$ cat config.mk
export PLATFORM = sky130hd
export DESIGN_NAME = gray_seq_ctrl_flat
export DESIGN_NICKNAME = d
export VERILOG_FILES = /design/src/rtl/gray_seq_pkg.sv /design/src/rtl/gray_seq_ctrl_if.sv /design/src/rtl/gray_encode.sv /design/src/rtl/gray_seq_ctrl.sv /design/src/flat_wrapper.sv
export SDC_FILE = /design/constraint.sdc
export NUM_CORES = 1
export LEC_CHECK = 0
export BUFFER_PORTS_ARGS = -buffer_cell sky130_fd_sc_hd__buf_2
export CORE_ASPECT_RATIO = 0.75
export CORE_UTILIZATION = 56
export CTS_BUF_LIST = sky130_fd_sc_hd__clkbuf_4
export CTS_CLUSTER_DIAMETER = 40
export DETAILED_ROUTE_END_ITERATION = 16
export PLACE_DENSITY = 0.79
export SLEW_MARGIN = 5
export SYNTH_ARGS = -nofsm -noshare
export SYNTH_HDL_FRONTEND = slang
export SYNTH_SLANG_ARGS = --single-unit
$ cat constraint.sdc
create_clock -name clk -period 5.8 [get_ports clk]
set_clock_uncertainty 0.15 [all_clocks]
set_input_delay 0.58 -clock clk [delete_from_list [all_inputs] [get_ports clk]]
set_output_delay 0.58 -clock clk [all_outputs]
set_load 0.01 [all_outputs]
$ cat src/rtl/gray_seq_pkg.sv
// ---------------------------------------------------------------------------
// gray_seq_pkg
// Shared definitions for the Gray-code sequence controller:
//   DEF_WIDTH - default code width in bits (minimum 2)
//   state_t   - controller states IDLE / RUN / FIN
// ---------------------------------------------------------------------------
package gray_seq_pkg;

    localparam int DEF_WIDTH = 4;

    typedef enum logic [1:0] {
        IDLE = 2'd0,
        RUN  = 2'd1,
        FIN  = 2'd2
    } state_t;

endpackage

$ cat src/rtl/gray_seq_ctrl_if.sv
// ---------------------------------------------------------------------------
// gray_seq_ctrl_if
// Request / code-stream bundle of the Gray-code sequence controller.
//   start     : single-cycle request to begin a sequence
//   stop      : abort request while running
//   dir_down  : 0 = count 0..limit, 1 = count limit..0
//   limit     : terminal binary value
//   out_valid : gray_out/bin_out carry a valid code
//   out_ready : consumer accepts the code on out_valid && out_ready
//   gray_out  : registered Gray code
//   bin_out   : registered binary value matching gray_out
//   busy      : sequence in progress (RUN or FIN)
//   done      : one-cycle completion pulse
// Modports: master = requester/consumer side, slave = controller side.
// ---------------------------------------------------------------------------
interface gray_seq_ctrl_if
    import gray_seq_pkg::*;
#(
    parameter int WIDTH = DEF_WIDTH
);

    logic             start;
    logic             stop;
    logic             dir_down;
    logic [WIDTH-1:0] limit;
    logic             out_valid;
    logic             out_ready;
    logic [WIDTH-1:0] gray_out;
    logic [WIDTH-1:0] bin_out;
    logic             busy;
    logic             done;

    modport master (
        output start, stop, dir_down, limit, out_ready,
        input  out_valid, gray_out, bin_out, busy, done
    );

    modport slave (
        input  start, stop, dir_down, limit, out_ready,
        output out_valid, gray_out, bin_out, busy, done
    );

endinterface

$ cat src/rtl/gray_encode.sv
// ---------------------------------------------------------------------------
// gray_encode
// Combinational binary-to-Gray conversion: gray = bin ^ (bin >> 1).
//   bin  : binary input, WIDTH bits
//   gray : Gray-coded output, WIDTH bits
// ---------------------------------------------------------------------------
module gray_encode #(
    parameter int WIDTH = 4
) (
    input  logic [WIDTH-1:0] bin,
    output logic [WIDTH-1:0] gray
);

    assign gray = bin ^ (bin >> 1);

endmodule

$ cat src/rtl/gray_seq_ctrl.sv
// ---------------------------------------------------------------------------
// gray_seq_ctrl
// Steps a binary counter from 0 to limit (or limit down to 0) and presents
// each value together with its Gray code over a valid/ready stream. A
// sequence starts on a start pulse in IDLE, advances one code per accepted
// beat, and ends with a one-cycle done pulse in FIN, either after the
// terminal code is accepted or on stop.
//
// Ports:
//   clk   : rising-edge clock
//   rst_n : asynchronous active-low reset (clears all state and outputs)
//   bus   : gray_seq_ctrl_if.slave (start/stop/dir_down/limit in,
//           out_valid/gray_out/bin_out/busy/done out, out_ready in)
//
// Build option:
//   GRAY_SEQ_WRAP_EN - when defined, accepting the terminal code reloads the
//                      start value and the sequence keeps running until stop.
// ---------------------------------------------------------------------------
module gray_seq_ctrl
    import gray_seq_pkg::*;
#(
    parameter int WIDTH = DEF_WIDTH
) (
    input  logic            clk,
    input  logic            rst_n,
    gray_seq_ctrl_if.slave  bus
);

    state_t           state_q, state_d;
    logic [WIDTH-1:0] bin_q,   bin_d;
    logic [WIDTH-1:0] gray_q,  gray_d;
    logic [WIDTH-1:0] lim_q,   lim_d;
    logic             dir_q,   dir_d;
    logic             at_term;

    always_comb begin
        state_d = state_q;
        bin_d   = bin_q;
        lim_d   = lim_q;
        dir_d   = dir_q;
        at_term = dir_q ? (bin_q == '0) : (bin_q == lim_q);

        case (state_q)
            IDLE: begin
                if (bus.start) begin
                    state_d = RUN;
                    lim_d   = bus.limit;
                    dir_d   = bus.dir_down;
                    bin_d   = bus.dir_down ? bus.limit : '0;
                end
            end
            RUN: begin
                // stop wins over advancing; the code on the bus this cycle is
                // still consumed by the sink if it is ready.
                if (bus.stop) begin
                    state_d = FIN;
                end else if (bus.out_ready) begin
                    if (at_term) begin
`ifdef GRAY_SEQ_WRAP_EN
                        bin_d = dir_q ? lim_q : '0;
`else
                        state_d = FIN;
`endif
                    end else begin
                        bin_d = dir_q ? (bin_q - 1'b1) : (bin_q + 1'b1);
                    end
                end
            end
            FIN: begin
                state_d = IDLE;
            end
            default: begin
                state_d = IDLE;
            end
        endcase
    end

    // Encoding the next binary value lets gray_out be registered alongside
    // bin_out with no extra cycle of latency.
    gray_encode #(.WIDTH(WIDTH)) u_gray_encode (
        .bin  (bin_d),
        .gray (gray_d)
    );

    // ---- register stage ----
    always_ff @(posedge clk or negedge rst_n) begin
        if (!rst_n) begin
            state_q <= IDLE;
            bin_q   <= '0;
            gray_q  <= '0;
            lim_q   <= '0;
            dir_q   <= 1'b0;
        end else begin
            state_q <= state_d;
            bin_q   <= bin_d;
            gray_q  <= gray_d;
            lim_q   <= lim_d;
            dir_q   <= dir_d;
        end
    end

    assign bus.out_valid = (state_q == RUN);
    assign bus.busy      = (state_q == RUN) || (state_q == FIN);
    assign bus.done      = (state_q == FIN);
    assign bus.gray_out  = gray_q;
    assign bus.bin_out   = bin_q;

endmodule

$ cat src/flat_wrapper.sv
// flat-port wrapper written by rule: the top's interface ports become plain ports
module gray_seq_ctrl_flat import gray_seq_pkg::*;
#(
    parameter int WIDTH = DEF_WIDTH
)
  (clk, rst_n, bus_start, bus_stop, bus_dir_down, bus_limit, bus_out_ready, bus_out_valid, bus_gray_out, bus_bin_out, bus_busy, bus_done);
  gray_seq_ctrl_if #(.WIDTH(WIDTH)) bus_i ();
  input  logic clk;
  input  logic rst_n;
  input wire logic [$bits(bus_i.start)-1:0] bus_start;
  input wire logic [$bits(bus_i.stop)-1:0] bus_stop;
  input wire logic [$bits(bus_i.dir_down)-1:0] bus_dir_down;
  input wire logic [$bits(bus_i.limit)-1:0] bus_limit;
  input wire logic [$bits(bus_i.out_ready)-1:0] bus_out_ready;
  output wire logic [$bits(bus_i.out_valid)-1:0] bus_out_valid;
  output wire logic [$bits(bus_i.gray_out)-1:0] bus_gray_out;
  output wire logic [$bits(bus_i.bin_out)-1:0] bus_bin_out;
  output wire logic [$bits(bus_i.busy)-1:0] bus_busy;
  output wire logic [$bits(bus_i.done)-1:0] bus_done;
  assign bus_i.start = bus_start;
  assign bus_i.stop = bus_stop;
  assign bus_i.dir_down = bus_dir_down;
  assign bus_i.limit = bus_limit;
  assign bus_i.out_ready = bus_out_ready;
  assign bus_out_valid = bus_i.out_valid;
  assign bus_gray_out = bus_i.gray_out;
  assign bus_bin_out = bus_i.bin_out;
  assign bus_busy = bus_i.busy;
  assign bus_done = bus_i.done;
  gray_seq_ctrl #(.WIDTH(WIDTH)) u_core (.clk(clk), .rst_n(rst_n), .bus(bus_i));
endmodule
==> results of run 1 <==
worst max-delay path by stage:
stage                                from                     end  slack [ns]  depth (start not counted)
global route            u_core.state_q[1]  u_core.bus.gray_out[2]        3.16                          7
CTS                     u_core.state_q[1]  u_core.bus.gray_out[2]        3.36                          7
finish                  u_core.state_q[1]  u_core.bus.gray_out[2]        3.29                          7
detailed placement      u_core.state_q[1]  u_core.bus.gray_out[2]        3.36                          7
global placement             u_core.dir_q  u_core.bus.gray_out[2]        3.58                          7
floorplan           u_core.bus.bin_out[1]  u_core.bus.gray_out[2]        3.67                          7
where the power goes:
group / leakage [nW] / internal (mW) / switching (mW) / total, mW
combinational: 0.384 / 0.193 / 0.242 / 0.435
sequential: 0.170 / 0.146 / 0.0606 / 0.207
clock: 0.0138 / 0.0240 / 0.0289 / 0.0529
per-stage QoR:
| stage | hold WS, ns | std cells | power (mW) | instance area [sq um] |
|---|---|---|---|---|
| final | 0.0324 | 141 | 0.695 | 1110 |
| after global routing | 0.0479 | 141 | 0.749 | 1110 |
| after CTS | 0.0386 | 141 | 0.696 | 1110 |
| after detailed placement | 0.349 | 138 | 0.639 | 1080 |
| after global placement | 0.343 | 138 | 0.615 | 1080 |
| after floorplan | 0.134 | 100 | 0.537 | 981 |
logic make-up after synthesis:
logic type | share of synthesized area
AOI/OAI and AO/OA | 0.223
muxes | 0.0561
DFF | 0.357
and+or+nand+nor | 0.156
buffers and inverters | 0.0434
adders and majority gates | 0.0842
xor gates and xnor gates | 0.0804
state kept, by name, summed over array words and instances, names as in the netlist:
signal	flops
u_core.lim_q	4
u_core.bus.bin_out	4
u_core.dir_q	1
u_core.state_q	2
u_core.bus.gray_out	3
layout make-up:
cell class / count / share of cell area
Multi-Input combinational cell: 78 / 0.532
Sequential cell: 14 / 0.317
Timing Repair Buffer: 20 / 0.0905
Tap cell: 21 / 0.0238
Clock buffer: 3 / 0.0204
Inverter: 5 / 0.0170
worst max-delay path, stage by stage, from the launching register on:
cell and delay [ns]:
dfrtp_1 0.41, inv_1 0.09, ha_1 0.46, mux2i_1 0.25, a22oi_1 0.39, inv_2 0.07
or4_1 0.53, nand3_1 0.09
synth_stat cells, types with 2 or more instances:
library cell	count
o21ai_0	2
a22o_1	2
dfrtp_1	14
nand2_1	10
nor2_1	5
nand3_1	2
o21ai_1	2
a22oi_1	2
xor2_1	6
xnor2_1	3
nand2b_1	2
ha_1	5
and3_1	2
o211ai_1	2
inv_1	4
a21oi_1	5
a21o_1	6
mux2_2	4
routing by layer:
layer,part of all wire,global-route usage,vias up
met3,0.068,0.0754,2
met1,0.48,0.368,400
met4,0.0054,0.0625,0
met2,0.45,0.427,41
li1,-,-,402
met5,0,0,-
==> run summary, run 1 <==
status = completed
sequential fraction of the synthesis area = 0.357
synth warn = 0
pre-CTS setup slack = 3.36 ns
crit path time final = 2.51 ns
crit path launch type = register
largest net degree at the start of global routing = 17
RSZ-0062 raised after global routing = false
Longest Clk Path Bufs = 2
maximum vdd drop = 0.335 mV
Final period util = 0.432
Reg-to-Reg End = u_core.bus.gray_out[2]
Slew HR = 0.606
Reg area = 350 sq um
Setup CP Type = register to register
Final Setup Violations = 0
MaxCap Viol Count = 0
R2R cell count = 7
CTS buffer count = 3
multi-input logic area = 588 sq um
vias in the first global route = 741
Post-CTS Hold Buffers = 0
Leakage = 0.568 nW
Post-synth ARST share = 1.00
critical path endpoint category = register
routed vias = 845
post-synthesis cell type count = 40
Clk Latency, worst-skew pair = 0.28 ns
Worst EP required = 5.86 ns
CTS Root Cell = clkbuf_4
Final Hold Violating Endpoints = 0
CTS tree = built
Arrival @ worst endpoint = 2.57 ns
commonest non-fill, non-tap cell in the layout = buf_2
initial DRC count = 36
global route overflow = 0
most frequent cells in the layout = buf_2 (20), dfrtp_1 (14), nand2_1 (10)
largest area contributor in the netlist = dfrtp_1
r2r startpoint = u_core.state_q[1]
Syn Nets = 116
Final Util = 0.708
GP Congestion = 0.816
Worst Tran Pin Value = 0.586 ns
Die Y-Extent = 38.2 microns
Synth top area share = 0.357
final WL = 2220 microns
final slew viol count = 0
diode count = 0
pwr dens = 628 nW/um^2
first-pass iteration count of the detailed router = 5
Core ar. = 1560 sq um
drc violations = 0
H-tree level count = 1
share of layout cells above drive strength 1 = 0.267
first-pass GRT wire length = 3520 microns
Rows = 12
I/O Buffers = 20
P&R area growth vs syn = 12.8%
Initial Util = 0.628
flops & latches, synth = 14
Avg Cell Area, Syn = 9.81 sq um
# fillers = 136
Die ar. = 1920 sq um
via/cell ratio = 5.99
clock-pin slew on the worst setup and hold paths = 0.08 ns
Main synth FF type = dfrtp_1
CP max FO = 16
# IOs = 21
Post-CTS Setup Bufs = 0
Netlist Area Pre-Place = 981 sq um
Total GRT Usage = 0.269
Max Freq = 399 MHz
Post-CTS Resized = 0
Post-synth EDFFs = 0
final net count = 138
Wirelength per Cell = 15.8 microns
Die W = 50.3 microns
Setup TNS = 0 ns
setup slack after layout = 3.29 ns
gate count of the mapped netlist = 100
initial antenna violation count = 0
flop2flop setup slack = 3.29 ns
HPWL after DPL = 1730 microns
remaining antenna violation count = 0
Tightest Hold Check Type = primary input to asynchronous set/reset pin
clk sinks = 14
Synth area leaders = dfrtp_1 (36%), ha_1 (6.4%), xor2_1 (5.4%)
(Power assumes the default switching activity.)
==> inputs of run 2 (changes only) <==
--- a/config.mk
+++ b/config.mk
@@ -7,11 +7,11 @@
 export LEC_CHECK = 0
 export BUFFER_PORTS_ARGS = -buffer_cell sky130_fd_sc_hd__buf_2
 export CORE_ASPECT_RATIO = 0.75
-export CORE_UTILIZATION = 56
+export CORE_UTILIZATION = 50
 export CTS_BUF_LIST = sky130_fd_sc_hd__clkbuf_4
 export CTS_CLUSTER_DIAMETER = 40
 export DETAILED_ROUTE_END_ITERATION = 16
-export PLACE_DENSITY = 0.79
+export PLACE_DENSITY = 0.74
 export SLEW_MARGIN = 5
 export SYNTH_ARGS = -nofsm -noshare
 export SYNTH_HDL_FRONTEND = slang
==> constraint.sdc (replaced) <==
create_clock -name clk -period 2.1 [get_ports clk]
set_clock_uncertainty 0.15 [all_clocks]
set_input_delay 0.21 -clock clk [delete_from_list [all_inputs] [get_ports clk]]
set_output_delay 0.21 -clock clk [all_outputs]
set_load 0.01 [all_outputs]
==> run 2 against run 1 <==
Worst setup slack lost 3.3 ns. Sequential power increased to 2.7 times the previous value. Sequential share of layout area shrank 5.1 points. Core utilization grew 3.9 points. Register-to-register slack worse by 3.3 ns. Design area is 21% higher. Clock power grew to 3.3 times the previous value. Critical endpoint unchanged.
==> run summary, run 2 (synthesis gave the netlist of run 1 again) <==
final net count = 156 (+13%)
Hold Path End = u_core.lim_q[1]
Worst EP required = 2.18 ns (-3.68 ns)
maximum vdd drop = 1.09 mV (+220%)
P&R area growth vs syn = 36.2%
H-tree level count = 1 (unchanged)
MaxCap Viol Count = 0 (unchanged)
worst hold margin = 0.0314 ns (-0.00102 ns)
share of layout cells above drive strength 1 = 0.504 (+0.237)
Longest Clk Path Bufs = 2 (unchanged)
CTS buffer count = 3 (unchanged)
CTS tree = built
largest net degree at the start of global routing = 16 (-1)
Tightest Hold Check Type = primary input to register
initial antenna violation count = 0 (unchanged)
r2r startpoint = u_core.bus.bin_out[0]
Hold Startpoint = bus_limit[1]
routed vias = 900 (+6.5%)
status = completed
Reg-to-Reg End = u_core.bus.gray_out[2]
Core ar. = 1790 sq um (+15%)
CTS Root Cell = clkbuf_4
Die ar. = 2140 sq um (+11%)
drc violations = 0 (unchanged)
pwr dens = 1770 nW/um^2 (+180%)
Die Y-Extent = 40.4 microns (+5.5%)
Total GRT Usage = 0.248 (-0.0208)
Max Freq = 477 MHz (+20%)
most frequent cells in the layout = buf_2 (20), buf_4 (17), dfrtp_1 (10)
Final period util = 0.998 (+0.566)
critical path endpoint category = register
R2R cell count = 6 (-1)
Hold Crit Depth = 2
Leakage = 0.666 nW (+17%)
Die W = 53.1 microns (+5.6%)
Wirelength per Cell = 15.2 microns (-3.5%)
crit path launch type = register
final slew viol count = 0 (unchanged)
first-pass GRT wire length = 3590 microns (+2.1%)
RSZ-0062 raised after global routing = true
pre-CTS setup slack = 0.00418 ns (-3.36 ns)
Setup CP Type = register to register
clk sinks = 14 (unchanged)
global route overflow = 0 (unchanged)
# IOs = 21 (unchanged)
Clk Latency, worst-skew pair = 0.28 ns (about the same)
HPWL after DPL = 1800 microns (+4.0%)
Area after DPL = 1180 sq um (+9.2%)
via/cell ratio = 5.59 (-6.7%)
CP max FO = 6 (-10)
first-pass iteration count of the detailed router = 4 (-1)
crit path time final = 2.10 ns (-0.411 ns)
GP Congestion = 0.826 (+1.2%)
Rows = 13 (+1)
Initial Util = 0.548 (-0.0800)
initial DRC count = 39 (+8.3%)
diode count = 0 (unchanged)
Final Hold Violating Endpoints = 0 (unchanged)
Post-Layout Inst Area = 1340 sq um (+21%)
Arrival @ worst endpoint = 2.17 ns (-0.40 ns)
I/O Buffers = 20 (unchanged)
Final Setup Violations = 0 (unchanged)
commonest non-fill, non-tap cell in the layout = buf_2
final WL = 2450 microns (+10%)
setup slack after layout = 0.00347 ns (-3.29 ns)
vias in the first global route = 763 (+3.0%)
Slew HR = 0.753 (+0.147)
clock-pin slew on the worst setup and hold paths = 0.08 ns (about the same)
Worst Tran Pin Value = 0.368 ns (-0.218 ns)
remaining antenna violation count = 0 (unchanged)
flop2flop setup slack = 0.003 ns (-3.29 ns)
## run 2: how the worst max path moves through the flow
stage / depth (start not counted) / end / from / slack (ns)
6_report: 6 / u_core.bus.gray_out[2] / u_core.bus.bin_out[0] / 0.003
4_1_cts: 6 / u_core.bus.gray_out[0] / u_core.bus.bin_out[0] / -0.004
5_1_grt: 6 / u_core.bus.gray_out[2] / u_core.bus.bin_out[0] / -0.05
3_3_place_gp: 7 / u_core.bus.gray_out[2] / u_core.state_q[1] / 0.04
2_1_floorplan: 7 / u_core.bus.gray_out[2] / u_core.bus.bin_out[1] / 0.003
3_5_place_dp: 6 / u_core.bus.gray_out[0] / u_core.bus.bin_out[0] / 0.004
## run 2: area by class of cell
| type | count | area, sq um |
|---|---|---|
| fill | 134 | 453 |
| multi-input combinational | 78 | 667 |
| inverter | 5 | 18.8 |
| tap | 22 | 27.5 |
| sequential | 14 | 355 |
| timing repair buffer | 38 | 238 |
| clock buffer | 4 | 30.0 |
## run 2: per-stage QoR
| step | util | cells | power (mW) | setup TNS (ns) |
|---|---|---|---|---|
| after floorplan | - | 100 | 1.48 | 0 |
| after global placement | 0.662 | 152 | 1.86 | 0 |
| after detailed placement | 0.662 | 152 | 1.91 | 0 |
| after CTS | 0.703 | 160 | 2.18 | -0.00375 |
| after global routing | 0.747 | 161 | 2.56 | -0.0659 |
| final | 0.747 | 161 | 2.36 | 0 |
## run 2: power by group
part           switching (mW)  internal, mW
Combinational           0.826         0.808
Clock                  0.0882        0.0867
Sequential              0.141         0.412
Total                    1.06          1.31
## run 2: metal layers
| metal | vias to the layer above | wire length, microns | track usage |
|---|---|---|---|
| li1 | 436 | - | - |
| met1 | 429 | 1150 | 0.351 |
| met2 | 33 | 1110 | 0.383 |
| met3 | 2 | 176 | 0.0795 |
| met4 | 0 | 17 | 0.0197 |
| met5 | - | 0 | 0 |
## run 2: worst max-delay path, stage by stage, from the launching register on
cell     delay [ns]
dfrtp_2        0.48
xor2_1         0.27
nor4_4         0.08
buf_4          0.16
a211o_1        0.34
or4_1          0.49
nand3_2        0.08
## run 2: timing repair
item / in CTS / in global routing
resized for setup: 4 / 18
buffers inserted: 3 / 1
endpoints found under the hold margin: 14 / 0
hold buffers: 1 / 0
pin swaps: 1 / 5
endpoints found under the setup margin: 2 / 4
gates cloned: 0 / 0
==> inputs of run 3 (changes only) <==
--- a/config.mk
+++ b/config.mk
@@ -7,11 +7,11 @@
 export LEC_CHECK = 0
 export BUFFER_PORTS_ARGS = -buffer_cell sky130_fd_sc_hd__buf_2
 export CORE_ASPECT_RATIO = 0.75
-export CORE_UTILIZATION = 50
+export CORE_UTILIZATION = 55
 export CTS_BUF_LIST = sky130_fd_sc_hd__clkbuf_4
 export CTS_CLUSTER_DIAMETER = 40
 export DETAILED_ROUTE_END_ITERATION = 16
-export PLACE_DENSITY = 0.74
+export PLACE_DENSITY = 0.77
 export SLEW_MARGIN = 5
 export SYNTH_ARGS = -nofsm -noshare
 export SYNTH_HDL_FRONTEND = slang
==> constraint.sdc (replaced) <==
create_clock -name clk -period 2.16 [get_ports clk]
set_clock_uncertainty 0.15 [all_clocks]
set_input_delay 0.216 -clock clk [delete_from_list [all_inputs] [get_ports clk]]
set_output_delay 0.216 -clock clk [all_outputs]
set_load 0.01 [all_outputs]
==> run 3 against run 2 <==
Non-clock buffer count fell by 2. Register-to-register slack improved by 0.02 ns. Routed wire length rose by 12%. Combinational power fell by 4%. Clock-buffer cell count fell by 1. Total power fell by 5.4%. Core utilization rose by 6.1 points.
==> run summary, run 3 (synthesis gave the netlist of run 1 again) <==
Die Y-Extent = 38.6 microns (-4.4%)
I/O Buffers = 20 (unchanged)
first-pass iteration count of the detailed router = 4 (unchanged)
status = completed
Area after DPL = 1170 sq um (-1.5%)
final slew viol count = 0 (unchanged)
Setup crit start = u_core.dir_q
drc violations = 0 (unchanged)
final net count = 154 (-1.3%)
Post-Layout Inst Area = 1270 sq um (-4.7%)
Longest Clk Path Bufs = 2 (unchanged)
largest net degree at the start of global routing = 16 (unchanged)
HPWL after DPL = 1960 microns (+8.7%)
Worst EP required = 2.24 ns (+0.06 ns)
RSZ-0062 raised after global routing = true
critical path endpoint category = register
# IOs = 21 (unchanged)
CTS buffer count = 3 (unchanged)
most frequent cells in the layout = buf_2 (20), buf_4 (14), dfrtp_1 (13)
global route overflow = 0 (unchanged)
crit path launch type = register
MaxCap Viol Count = 0 (unchanged)
Clk Latency, worst-skew pair = 0.29 ns (about the same)
Die W = 50.8 microns (-4.5%)
Rows = 12 (-1)
Die ar. = 1960 sq um (-8.7%)
pwr dens = 1750 nW/um^2 (-0.76%)
routed vias = 975 (+8.3%)
P&R area growth vs syn = 29.8%
vias in the first global route = 939 (+23%)
Non-Filler Instances = 158 (-1.9%)
first-pass GRT wire length = 4170 microns (+16%)
clk sinks = 14 (unchanged)
Worst Tran Pin Value = 0.372 ns (+0.00450 ns)
GP Congestion = 0.843 (+2.1%)
Setup CP Type = register to register
initial antenna violation count = 0 (unchanged)
remaining antenna violation count = 0 (unchanged)
Core ar. = 1580 sq um (-12%)
final WL = 2730 microns (+12%)
Wirelength per Cell = 17.3 microns (+14%)
Final Hold Violating Endpoints = 0 (unchanged)
via/cell ratio = 6.17 (+10%)
Final Util = 0.808 (+0.0611)
Tightest Hold Check Type = primary input to register
Final Setup Violations = 0 (unchanged)
CTS tree = built
Arrival @ worst endpoint = 2.21 ns (+0.04 ns)
r2r startpoint = u_core.dir_q
share of layout cells above drive strength 1 = 0.387 (-0.117)
H-tree level count = 1 (unchanged)
# fillers = 93 (-31%)
CTS Root Cell = clkbuf_4
Final period util = 0.989 (-0.00953)
Leakage = 0.652 nW (-2.1%)
CP max FO = 5 (-1)
Initial Util = 0.622 (+0.0740)
worst hold margin = 0.0221 ns (-0.00925 ns)
Max Freq = 468 MHz (-1.8%)
clock-pin slew on the worst setup and hold paths = 0.09 ns (about the same)
crit path time final = 2.14 ns (+0.0393 ns)
dpl cells = 149 (-2.0%)
initial DRC count = 25 (-36%)
total power = 2.23 mW (-5.4%)
diode count = 0 (unchanged)
commonest non-fill, non-tap cell in the layout = buf_2
Hold Startpoint = bus_limit[1]
Slew HR = 0.750 (-0.00302)
Total GRT Usage = 0.311 (+0.0631)
maximum vdd drop = 1.04 mV (-4.6%)
## run 3: changes by cell type in the layout (fill, tap and decap cells not counted), moves of 2 or more
| cell | before | now |
|---|---|---|
| o21ai_2 | 3 | 0 |
| ha_1 | 2 | 4 |
| buf_4 | 17 | 14 |
| dfrtp_2 | 4 | 1 |
| o21ai_1 | 1 | 3 |
| dfrtp_1 | 10 | 13 |
## run 3: timing repair
action / 4_1_cts / 5_1_grt
setup buffers: 0 / 4
gates cloned: 0 / 0
gates resized for setup: 3 / 7
hold buffers: 1 / 0
hold endpoints to repair: 14 / 0
endpoints found under the setup margin: 1 / 4
pin swaps: 0 / 5
## run 3: area by class of cell
cell class,instances,area [sq um],area share
clock buffers,3,22.5,0.0177
repair buffers,36,226,0.178
well taps,21,26.3,0.0206
flip-flops and latches,14,352,0.276
inverters,5,18.8,0.0147
multi-input cells,78,624,0.490
clock inverters,1,3.75,0.00295
## run 3: routing by layer
metal	part of all wire	up-vias	track usage
met1	0.41	469	0.358
li1	-	437	-
met5	0	-	0
met3	0.076	13	0.0941
met4	0.036	0	0.139
met2	0.48	56	0.547
## run 3: worst paths after layout
kind                                     endpoint  slack, ns  cells after the start
max                        u_core.bus.gray_out[2]       0.02                      8
min                               u_core.lim_q[1]       0.02                      2
max reg2reg                u_core.bus.gray_out[2]       0.02                      8
min reg2reg                       u_core.lim_q[0]       0.39                      1
max in group asynchronous   u_core.bus.bin_out[2]       1.39                      2
min in group asynchronous         u_core.lim_q[2]       0.21                      2
## run 3: critical path: stages (launching register included)
cell and delay, ns:
dfrtp_1 0.42, buf_4 0.18, fa_1 0.37, xor2_1 0.15, a22oi_1 0.10, nand2_1 0.12
inv_1 0.09, or4_1 0.40, nand3_1 0.08
## run 3: power by group
part           switching [mW]  internal (mW)
combinational           0.822          0.733
clock                  0.0891         0.0672
sequential              0.126          0.396
total                    1.04           1.20
## run 3: metrics by stage
step	TNS, ns	setup WS [ns]
6_report	0	0.0241
5_1_grt	-0.157	-0.0591
4_1_cts	0	0.00417
3_3_place_gp	0	0.103
3_5_place_dp	-0.0166	-0.0166
2_1_floorplan	0	0.0267
